[config.mk]
export PLATFORM = sky130hd
export DESIGN_NAME = burst_seq
export DESIGN_NICKNAME = d
export VERILOG_FILES = /design/src/rtl/burst_seq.sv
export SDC_FILE = /design/constraint.sdc
export NUM_CORES = 1
export LEC_CHECK = 0
export BUFFER_PORTS_ARGS = -buffer_cell sky130_fd_sc_hd__buf_4
export CELL_PAD_IN_SITES_DETAIL_PLACEMENT = 0
export CELL_PAD_IN_SITES_GLOBAL_PLACEMENT = 1
export CORE_MARGIN = 2
export CORE_UTILIZATION = 40
export CTS_BUF_LIST = sky130_fd_sc_hd__clkbuf_16
export DETAILED_ROUTE_END_ITERATION = 16
export MAX_ROUTING_LAYER = met4
export PLACE_DENSITY_LB_ADDON = 0.1
export SYNTH_ARGS = -nofsm -noshare
export SYNTH_HDL_FRONTEND = slang
export SYNTH_SLANG_ARGS = --single-unit
[constraint.sdc]
create_clock -name clk -period 5.1 [get_ports clk]
set_input_delay 0.51 -clock clk [delete_from_list [all_inputs] [get_ports clk]]
set_output_delay 0.51 -clock clk [all_outputs]
set_load 0.05 [all_outputs]
[src/rtl/burst_seq.sv]
// burst_seq: interrupter burst sequencer gating whole reference cycles with sweep and holdoff (optional overcurrent stop via BURST_SEQ_OCD_EN)
module burst_seq #(
  parameter int CLK_MHZ       = 100,
  parameter int GEN_PARAMETER = 255,
  parameter int CYC_W         = 8,
  parameter int HOLDOFF_CYC   = 1000,
  localparam int GW           = $clog2(GEN_PARAMETER + 1)
) (
  input  logic             clk,
  input  logic             rst,
  input  logic             trig,
  input  logic             ref_in,
  input  logic [GW-1:0]    gen_start,
  input  logic [GW-1:0]    gen_step,
  input  logic             sweep_dn,
  input  logic [CYC_W-1:0] on_cyc,
  output logic [GW-1:0]    gen_val,
  output logic             gate,
  output logic             busy,
  output logic             burst_done
`ifdef BURST_SEQ_OCD_EN
  ,
  input  logic             ocd,
  output logic             fault
`endif
);
  localparam int HW = HOLDOFF_CYC > 1 ? $clog2(HOLDOFF_CYC) : 1;
  localparam logic [HW-1:0] HOLD_LOAD = HW'(HOLDOFF_CYC == 0 ? 0 : HOLDOFF_CYC - 1);
  localparam logic [GW:0] MAXW = (GW + 1)'(GEN_PARAMETER);
  if (CLK_MHZ < 1) begin : g_clk_chk
    $error("CLK_MHZ must be positive");
  end
  typedef enum logic [1:0] {IDLE, ARM, RUN, HOLD} state_t;
  state_t state_q, state_d;
  logic ref_q, rise, fall, ref_edge;
  logic [GW-1:0] gen_val_q, gen_val_d, step_q, step_d, start_c, sweep_c;
  logic [GW:0] sum, diff;
  logic [CYC_W-1:0] on_q, on_d, cyc_q, cyc_d;
  logic [HW-1:0] hold_q, hold_d;
  logic dn_q, dn_d, gate_q, gate_d, done_q, done_d;
  logic ocd_stop, start_ok;
  assign rise     = ref_in & ~ref_q;
  assign fall     = ~ref_in & ref_q;
  assign ref_edge = rise | fall;
  assign start_c  = ({1'b0, gen_start} > MAXW) ? MAXW[GW-1:0] : gen_start;
  assign sum      = {1'b0, gen_val_q} + {1'b0, step_q};
  assign diff     = {1'b0, gen_val_q} - {1'b0, step_q};
  assign sweep_c  = dn_q ? (diff[GW] ? '0 : diff[GW-1:0]) : (sum > MAXW ? MAXW[GW-1:0] : sum[GW-1:0]);
`ifdef BURST_SEQ_OCD_EN
  logic ocd_stop_q, fault_q;
  assign ocd_stop = (state_q == RUN) & (ocd_stop_q | ocd);
  assign start_ok = ~fault_q;
  assign fault    = fault_q;
  // sticky overcurrent stop for the current burst, and a fault latch held until reset
  always_ff @(posedge clk or posedge rst) begin
    if (rst) begin
      ocd_stop_q <= 1'b0;
      fault_q    <= 1'b0;
    end else begin
      ocd_stop_q <= ocd_stop;
      fault_q    <= fault_q | ocd;
    end
  end
`else
  assign ocd_stop = 1'b0;
  assign start_ok = 1'b1;
`endif
  // state and datapath registers
  always_ff @(posedge clk or posedge rst) begin
    if (rst) begin
      state_q   <= IDLE;
      ref_q     <= 1'b0;
      gen_val_q <= '0;
      step_q    <= '0;
      on_q      <= '0;
      cyc_q     <= '0;
      hold_q    <= '0;
      dn_q      <= 1'b0;
      gate_q    <= 1'b0;
      done_q    <= 1'b0;
    end else begin
      state_q   <= state_d;
      ref_q     <= ref_in;
      gen_val_q <= gen_val_d;
      step_q    <= step_d;
      on_q      <= on_d;
      cyc_q     <= cyc_d;
      hold_q    <= hold_d;
      dn_q      <= dn_d;
      gate_q    <= gate_d;
      done_q    <= done_d;
    end
  end
  // next state: arm on request, run whole cycles with sweep, end only on a falling edge, then hold off
  always_comb begin
    state_d   = state_q;
    gen_val_d = gen_val_q;
    step_d    = step_q;
    on_d      = on_q;
    dn_d      = dn_q;
    cyc_d     = cyc_q;
    hold_d    = hold_q;
    gate_d    = gate_q;
    done_d    = 1'b0;
    case (state_q)
      IDLE: begin
        gen_val_d = start_c;
        if (trig && on_cyc != '0 && start_ok) begin
          state_d = ARM;
          on_d    = on_cyc;
          step_d  = gen_step;
          dn_d    = sweep_dn;
        end
      end
      ARM: begin
        if (!trig) state_d = IDLE;
        else if (rise) begin
          gate_d  = 1'b1;
          cyc_d   = on_q;
          state_d = RUN;
        end
      end
      RUN: begin
        if (fall) cyc_d = cyc_q - 1'b1;
        if (fall && (cyc_q == CYC_W'(1) || !trig || ocd_stop)) begin
          gate_d    = 1'b0;
          done_d    = 1'b1;
          hold_d    = HOLD_LOAD;
          gen_val_d = start_c;
          state_d   = HOLD;
        end else if (ref_edge) gen_val_d = sweep_c;
      end
      HOLD: begin
        gate_d = 1'b0;
        if (hold_q == '0) state_d = IDLE;
        else hold_d = hold_q - 1'b1;
      end
      default: state_d = IDLE;
    endcase
  end
  // outputs: busy decoded from state, the rest straight from registers
  always_comb begin
    busy       = state_q != IDLE;
    gen_val    = gen_val_q;
    gate       = gate_q;
    burst_done = done_q;
  end
endmodule

==> impl_results.md, run 1 <==
- Largest family of logic cells by synthesized area: compound AO/OA/AOI/OAI gates
- DRT Pass-1 Iters: 4
- Share of cells above drive strength 1: 19.41%
- Critical path buffer and inverter count: 0
- Worst-path clk slew: 0.07 ns
- Period utilization: 53.28%
- Design area: 3627 µm²
- Skew final: 0.007422 ns
- DRC: 0
- Global Route met1 Usage: 26.20%
- Max_cap viols: 0
- Routed Antenna Nets: 0
- Leakage: 1.615 nW
- Largest net degree at the start of global routing: 49
- Core region area: 7647 µm²
- Die H: 92.43 µm
- Area Overhead vs Synth: 15.96%
- GR Layer Usage met2: 29.68%
- Final nets: 427
- Crit-path slowest cell: o21ai_1
- P per Cell Area: 670.6 nW/µm²
- GR peak layer: met2
- Die W: 92.43 µm
- Minimum clock period after layout: 2.717 ns
- Hold WC Path Type: input port to register
- Clock root buffer: clkbuf_16
- Worst skew pair latency: 0.29 ns
- Cell accounting for the most synthesized area: dfrtp_1
- H-tree depth: 2
- CTS tree: done
- Status: finished clean
- Post-synth ARST share: 100.0%
- Detailed placement HPWL: 5507 µm
- Simple-Gate Fraction of Synth Area: 16.64%
- Total track usage: 19.37%
- Post-synth EDFFs: 0
- Area share of the largest cell type after synthesis: 38.40%
- Startpoint Class: register
- Total gr overflow: 0
- Antenna violations before repair: 0
- CTS Hold Buffers Added: 0
- CTS sink cnt: 48
- Routed wire length: 7586 µm
- Final setup TNS: 0 ns
- Seq cells post-synth: 48
- Peak supply drop: 0.2874 mV
- Peak Freq: 0.3680 GHz
- Total power: 2.433 mW
- Worst setup EP type: register
- Via count: 2595
- Fin. Hold Viols: 0
- Pins Over Slew Limit: 0
- Setup violators final: 0
- Worst-path maximum fanout: 7
- Max_slew headroom: 27.96%
- Number of global-route vias before repair: 2530
- Delay of the slowest critical-path stage: 0.54 ns
- Layout fillers: 762
- Yosys warnings: 0
- WS Path Type: register to register
- Antenna cells: 0
- CP Data Required Time: 5.28 ns
- Post-synth cell types: 53
- RSZ-0062 raised after global routing: no
- First-pass GRT wire length: 12680 µm
- Vias per cell: 5.429
- IO Port Bufs: 39
- Starting Density: 40.90%
- Routing usage on met3: 3.580%
- Ports: 40
- Cells after Synth: 342
- # resized after CTS: 0
- Syn_nets: 394
- Synthesized-area fraction occupied by adder cells: 9.680%
- CTS Buffer Depth: 2
- Synth Area in Compound Gates: 20.64%
- Crit path arrival time: 2.90 ns
- Xor/xnor share of the synthesized area: 2.800%
- Drt initial violations: 111
- Die area: 8543 µm²
- CP top delay family: compound AO/OA/AOI/OAI gates
- Syn_area_per_cell: 9.146 µm²
- Post-synthesis mux area share: 6.440%
- Drt wl/cell: 15.87 µm
- Synth top area cells: dfrtp_1 (38%), ha_1 (8.4%), mux2_2 (6.1%)
- Ys flop type: dfrtp_1
- Netlist Area Pre-Place: 3128 µm²
- Rows: 32
- Crit path cell chain: ha_1 > fa_1 > nand2b_1 > a221oi_1 > o21ai_1 > or4bb_1 > a31o_2
- Post-CTS Setup Repair Bufs: 0
- Slew of the pin with the lowest slew margin: 1.081 ns
- GP Congestion: 0.8347
- Final hold slack: 0.3535 ns
- Cts bufs inserted: 5
- Placed cell area: 3485 µm²
- Sequential element share of the synthesized area: 38.40%
==> Yosys cell counts (all sizes together), types with 2 or more instances <==
| cell type | number |
|---|---|
| a31o | 2 |
| nand4b | 2 |
| a21boi | 2 |
| or4 | 3 |
| nand3 | 8 |
| inv | 28 |
| a221oi | 3 |
| nand3b | 3 |
| o21ai | 30 |
| nor3b | 2 |
| dfrtp | 48 |
| ha | 21 |
| o22a | 2 |
| nor3 | 6 |
| o311ai | 2 |
| a31oi | 6 |
| a211oi | 10 |
| mux2 | 17 |
| clkbuf | 6 |
| a21oi | 29 |
| buf | 7 |
| o31ai | 2 |
| xor2 | 9 |
| or3 | 4 |
| a22oi | 3 |
| and3 | 3 |
| nand2 | 23 |
| nand2b | 6 |
| a21o | 3 |
| nor4 | 4 |
| nor2b | 3 |
| fa | 2 |
| nor2 | 31 |
==> path summary, 6_finish.rpt <==
path	startpoint	endpoint	slack (ns)	cells after the start
hold / removal	ref_in	ref_q	0.35	1
setup reg to reg	gen_val[0]	gen_val[5]	2.38	7
setup / recovery	gen_val[0]	gen_val[5]	2.38	7
min in group asynchronous	rst	step_q[0]	0.47	2
hold reg to reg	hold_q[0]	hold_q[0]	0.50	1
max in group asynchronous	rst	asynchronous set/reset pin	3.98	2
==> final cells by class <==
type	count	area [µm²]	area share, %
Multi-Input combinational cell	253	1758	48.47
Inverter	28	105.1	2.898
Tap cell	102	127.6	3.518
Sequential cell	48	1201	33.11
Clock inverter	3	17.52	0.4829
Clock buffer	5	125.1	3.449
Timing Repair Buffer	39	292.8	8.072
==> logic make-up after synthesis <==
logic type                 count (synthesis)
DFF                                       48
and+or+nand+nor                          102
AOI/OAI and AO/OA                        100
xor gates and xnor gates                  10
adders and majority gates                 23
muxes                                     18
buffers and inverters                     41
==> through the flow <==
step	util, %	cells	worst slack, ns
after detailed placement	45.57	470	2.410
after global routing	47.43	478	2.192
after floorplan	-	342	2.522
after global placement	45.57	470	2.508
final	47.43	478	2.383
after CTS	47.43	478	2.396
==> worst reg2reg max path, stage by stage (launching register included) <==
cell and delay [ns]:
dfrtp_1 0.40, ha_1 0.24, fa_1 0.41, nand2b_1 0.12, a221oi_1 0.10, o21ai_1 0.54, or4bb_1 0.54, a31o_2 0.24
==> power breakdown <==
part	switching, mW	internal (mW)	leakage (nW)	total [mW]
combinational	0.826	0.556	0.987	1.38
clock	0.147	0.181	0.0716	0.328
sequential	0.177	0.545	0.556	0.722
==> layout by cell type, fill, tap and decap left out, types with 3 or more instances in the layout <==
cell,instances
and3_1,3
clkbuf_16,5
nor3_1,5
a22oi_1,3
ha_1,21
or3_1,4
nor4_1,4
a31oi_1,5
a211oi_1,9
buf_4,39
nor2_1,31
o21ai_0,29
nand3_1,8
nand3b_1,3
dfrtp_1,48
a21oi_1,29
xor2_1,9
nand2_1,23
nor2b_1,3
mux2_2,17
inv_1,26
a21o_1,3
nand2b_1,6
==> per-layer routing <==
| layer | wire [µm] | share of wire (%) |
|---|---|---|
| met5 | 0 | 0 |
| met4 | 82 | 1.1 |
| met3 | 223 | 2.9 |
| met2 | 3408 | 45 |
| met1 | 3872 | 51 |
==> flip-flops by register name, summed over array words and instances, names as in the netlist, named ones only <==
| register | flops |
|---|---|
| burst_done | 1 |
| cyc_q | 8 |
| dn_q | 1 |
| gate | 1 |
| gen_val | 8 |
| hold_q | 10 |
| on_q | 8 |
| ref_q | 1 |
| state_q | 1 |
| step_q | 8 |
(Power assumes the default switching activity.)
==> run 2, diff against run 1 <==
- ABC_AREA: default -> 1
- clock period: 5.1 -> 2.7 ns (I/O delays scaled with it)
==> run 2 against run 1 <==
- flip-flop and latch count unchanged
- die area up 6.7%
- synthesized area up 7.0%
- first-iteration DRC count up 3.6%
- critical path depth up 3
- worst setup slack worse by 1.8 ns
- final area up 5.9%
- largest cell class unchanged
- highest routed layer unchanged
==> impl_results.md, run 2 <==
- Peak Freq: 0.4746 GHz
- Max_slew headroom: 70.05%
- Syn_nets: 513
- Most frequent cells in the layout: nand2_1 (104), inv_1 (61), nor2_1 (55)
- Status: finished clean
- Crit path arrival time: 2.28 ns
- Vias per cell: 5.010
- CTS Hold Buffers Added: 1
- Crit path launch: gen_val[3]
- Most common cell after layout, fill and taps aside: nand2_1
- Detailed placement HPWL: 6413 µm
- RSZ-0062 raised after global routing: no
- Yosys warnings: 0
- Post-CTS Setup Repair Bufs: 0
- Final setup TNS: 0 ns
- Drt wl/cell: 13.46 µm
- Minimum clock period after layout: 2.107 ns
- Antenna cells: 0
- Share of cells above drive strength 1: 13.86%
- Period utilization: 78.05%
- Post-synth cell types: 38
- Via count: 3021
- Top-count cell post-synth: nand2_1
- Cts bufs inserted: 5
- Leakage: 1.970 nW
- IO Port Bufs: 39
- Xor/xnor share of the synthesized area: 1.309%
- Rows: 33
- WS Path Type: register to register
- CTS tree: done
- Final WS setup: 0.5928 ns
- Total gr overflow: 0
- Top reg by flops: hold_q
- Netlist Area Pre-Place: 3346 µm²
- Slew of the pin with the lowest slew margin: 0.4493 ns
- Routed wire length: 8118 µm
- Ys flop type: dfrtp_1
- Largest register FFs: 10
- GP Congestion: 0.8759
- H-tree depth: 2
- Synth Area in Compound Gates: 13.05%
- Ports: 40
- Peak supply drop: 0.4546 mV
- Cell accounting for the most synthesized area: dfrtp_1
- Final nets: 550
- Die area: 9112 µm²
- Post-synth top cells: nand2_1 (104), inv_1 (62), nor2_1 (55), dfrtp_1 (48), nand3_1 (40)
- Antenna violations before repair: 0
- Post-synth ARST share: 100.0%
- Drt initial violations: 115
- Core region area: 8175 µm²
- Worst skew pair latency: 0.29 ns
- HP Start: ref_in
- Syn_area_per_cell: 7.258 µm²
- Largest net degree at the start of global routing: 34
- Die H: 95.46 µm
- Worst-path maximum fanout: 8
- Cells after Synth: 461
- Area share of the largest cell type after synthesis: 35.90%
- Post-synthesis mux area share: 0%
- Pre-CTS WS: 0.5973 ns
- CTS Buffer Depth: 2
- Area Overhead vs Synth: 14.77%
- Sequential element share of the synthesized area: 35.90%
- CTS sink cnt: 48
- Synth top area cells: dfrtp_1 (36%), nand2_1 (12%), ha_1 (7.9%)
- DRT Pass-1 Iters: 4
- Post-synth EDFFs: 0
- Startpoint Class: register
- Pins Over Slew Limit: 0
- Reg2reg path depth: 10
- Die W: 95.46 µm
- Placed Cells: 595
- Total power: 3.787 mW
- CP Data Required Time: 2.87 ns
- Max_cap viols: 0
- Number of global-route vias before repair: 2900
- Largest family of logic cells by synthesized area: simple AND/OR/NAND/NOR gates
- Starting Density: 40.92%
- Final hold slack: 0.1112 ns
- Synthesized-area fraction occupied by adder cells: 9.050%
- Seq cells post-synth: 48
- Worst R2R Setup Slack: 0.59 ns
- Worst-path clk slew: 0.06 ns
- P per Cell Area: 986.3 nW/µm²
- Critical path endpoint: gen_val[3]
- R2R Path End: gen_val[3]
- Routed Antenna Nets: 0
- Hold WC Path Type: input port to register
- Worst R2R Start: gen_val[3]
- Worst setup EP type: register
- Setup violators final: 0
- First-pass GRT wire length: 13770 µm
- DRC: 0
- Clock root buffer: clkbuf_16
- Total track usage: 20.04%
- Fin. Hold Viols: 0
- # resized after CTS: 0
- Skew final: 0.01154 ns
- Simple-Gate Fraction of Synth Area: 30.18%
- Layout Cells excl Fill: 603
run 2: layer usage:
metal | up-vias | part of all wire, % | track usage [%]
met4 | 0 | 0.69 | 4.643
met5 | - | 0 | -
met1 | 1405 | 46 | 25.02
li1 | 1564 | - | -
met3 | 4 | 3.8 | 2.609
met2 | 48 | 50 | 34.68
run 2: critical path, cell delays in order (launching register included):
cell and delay, ns:
dfrtp_1 0.42, ha_1 0.48, inv_2 0.13, a21oi_2 0.17, nand2_1 0.11, a21oi_2 0.18, nor2_1 0.09, nor2_4 0.19
nand3_1 0.12, nand2_1 0.08, nand2_1 0.04
run 2: how the worst min path moves through the flow:
stage                           end  slack, ns  depth (start not counted)
after floorplan               ref_q       0.30                          0
after global placement    step_q[7]       0.28                          2
after detailed placement  step_q[6]       0.28                          2
after CTS                     ref_q       0.10                          1
after global routing          ref_q       0.11                          1
final                         ref_q       0.11                          1
run 2: stage by stage:
stage	cell area (µm²)	utilization, %
after floorplan	3346	-
after global placement	3697	45.23
after detailed placement	3697	45.23
after CTS	3840	46.97
after global routing	3840	46.97
final	3840	46.97
run 2: kinds of logic (layout without fill, tap and decap cells):
kind of cell,after synthesis,count (layout)
DFF,48,48
xor gates and xnor gates,5,5
AOI/OAI and AO/OA,76,76
and+or+nand+nor,230,230
buffers and inverters,79,116
adders and majority gates,23,23
run 2: cell type report:
class | count | area [µm²]
fillers | 838 | 4335
multi-input cells | 334 | 1793
flip-flops and latches | 48 | 1201
repair buffers | 42 | 330.3
inverters | 67 | 251.5
well taps | 105 | 131.4
clock buffers | 5 | 125.1
clock inverters | 2 | 7.507
run 2: report_power, final:
part           switching [mW]  internal [mW]  total (mW)
sequential              0.216          0.926        1.14
clock                   0.258          0.332       0.590
combinational            1.37          0.686        2.05
==> run 3, diff against run 2 <==
- clock period: 2.7 -> 2.2 ns (I/O delays scaled with it)
==> run 3 against run 2 <==
- worst setup slack lost 0.49 ns
- clock power increased by 46%
- routed wire length rose by 1.2%
==> impl_results.md, run 3 (synthesized netlist as in run 2, its figures left out) <==
- CTS Hold Buffers Added: 0
- CTS tree: done
- Starting Density: 40.92%
- Die H: 95.46 µm
- WS Path Type: register to register
- Setup violators final: 0
- Drt initial violations: 198
- Rows: 33
- Worst setup EP type: register
- Drt wl/cell: 13.55 µm
- Number of global-route vias before repair: 2922
- Total gr overflow: 0
- Max_slew headroom: 58.25%
- Final setup TNS: 0 ns
- Leakage: 1.989 nW
- RSZ-0062 raised after global routing: no
- CP Data Required Time: 2.42 ns
- Crit path launch: gen_val[0]
- Most common cell after layout, fill and taps aside: nand2_1
- IO Port Bufs: 39
- Vias per cell: 4.964
- Die W: 95.46 µm
- Via count: 3008
- Share of cells above drive strength 1: 15.77%
- GP Congestion: 0.9273
- Period utilization: 95.29%
- Total power: 4.862 mW
- Layout fillers: 860
- CTS Buffer Depth: 2
- Worst skew pair latency: 0.29 ns
- Antenna violations before repair: 0
- Clock root buffer: clkbuf_16
- Detailed placement HPWL: 6304 µm
- Worst R2R Start: gen_val[0]
- Routed wire length: 8212 µm
- Largest net degree at the start of global routing: 49
- Final hold slack: 0.06629 ns
- Core region area: 8175 µm²
- Top reg by flops: hold_q
- Peak supply drop: 0.4763 mV
- Fin. Hold Viols: 0
- Startpoint Class: register
- DRT Pass-1 Iters: 4
- HP Start: ref_in
- Peak Freq: 0.4770 GHz
- Cts bufs inserted: 5
- H-tree depth: 2
- Pins Over Slew Limit: 0
- Crit path arrival time: 2.32 ns
- Die area: 9112 µm²
- Largest register FFs: 10
- First-pass GRT wire length: 13840 µm
- Max_cap viols: 0
- Skew final: 0.006596 ns
- Hold WC Path Type: input port to register
- Total track usage: 19.86%
- Worst-path clk slew: 0.06 ns
- Utilization after layout: 47.75%
- DRC: 0
- Status: finished clean
- CTS sink cnt: 48
- Slew of the pin with the lowest slew margin: 0.6262 ns
- Worst-path maximum fanout: 4
- Ports: 40
- Final nets: 552
- Routed Antenna Nets: 0
- P per Cell Area: 1245 nW/µm²
- Antenna cells: 0
- Minimum clock period after layout: 2.096 ns
- Most frequent cells in the layout: nand2_1 (104), inv_1 (62), nor2_1 (55)
- Area Overhead vs Synth: 16.68%
[run 3: cell types whose count changed in the layout (fill, tap and decap cells not counted), sizes merged]
| cell | before | now |
|---|---|---|
| clkinv | 2 | 1 |
| bufinv | 0 | 1 |
| dlygate4sd3 | 1 | 0 |
| inv | 67 | 68 |
| buf | 41 | 44 |
[run 3: area by class of cell]
class	count	area (µm²)	area share, %
Clock buffer	5	125.1	3.205
Clock inverter	3	38.79	0.9936
Inverter	67	251.5	6.442
Multi-Input combinational cell	334	1826	46.76
Sequential cell	48	1201	30.77
Tap cell	105	131.4	3.365
Timing Repair Buffer	44	330.3	8.462
[run 3: repair_timing]
action / CTS / global route
endpoints found under the hold margin: 0 / 0
buffers inserted: 0 / 1
gates resized for setup: 0 / 7
endpoints found under the setup margin: 0 / 7
[run 3: stage by stage]
stage               area, µm²  setup slack [ns]  std cells
floorplan                3346           0.09066        461
global placement         3700            0.1525        597
detailed placement       3700           0.09718        597
CTS                      3864           0.08516        605
global route             3904          0.002984        606
finish                   3904            0.1036        606
[run 3: routing by layer]
| layer | global-route usage (%) | up-vias | part of all wire [%] |
|---|---|---|---|
| met5 | - | - | 0 |
| met4 | 5.476 | 0 | 1.2 |
| met3 | 2.609 | 9 | 2.2 |
| met2 | 32.81 | 48 | 49 |
| met1 | 25.69 | 1384 | 47 |
| li1 | - | 1567 | - |
[run 3: worst paths after layout]
check,to,slack [ns],cells past startpoint
worst max-delay path,gen_val[3],0.10,12
max in group asynchronous,gen_val[2],1.67,3
worst min-delay path,ref_q,0.07,1
worst min register to register,on_q[5],0.49,2
worst max register to register,gen_val[3],0.10,12
min in group asynchronous,hold_q[0],0.10,3
[run 3: worst max-delay path: stages, from the launching register on]
cell     delay [ns]
dfrtp_1        0.44
inv_1          0.07
ha_1           0.19
inv_1          0.12
fa_2           0.26
nand3_1        0.08
nand3_1        0.13
nand2_1        0.10
a21oi_1        0.29
nand3_1        0.14
nand3_1        0.12
nand2_1        0.05
nand2_1        0.05
[run 3: where the power goes]
part / internal (mW) / switching, mW
clock network: 0.531 / 0.330
registers: 1.14 / 0.276
logic: 0.890 / 1.70
total: 2.56 / 2.31
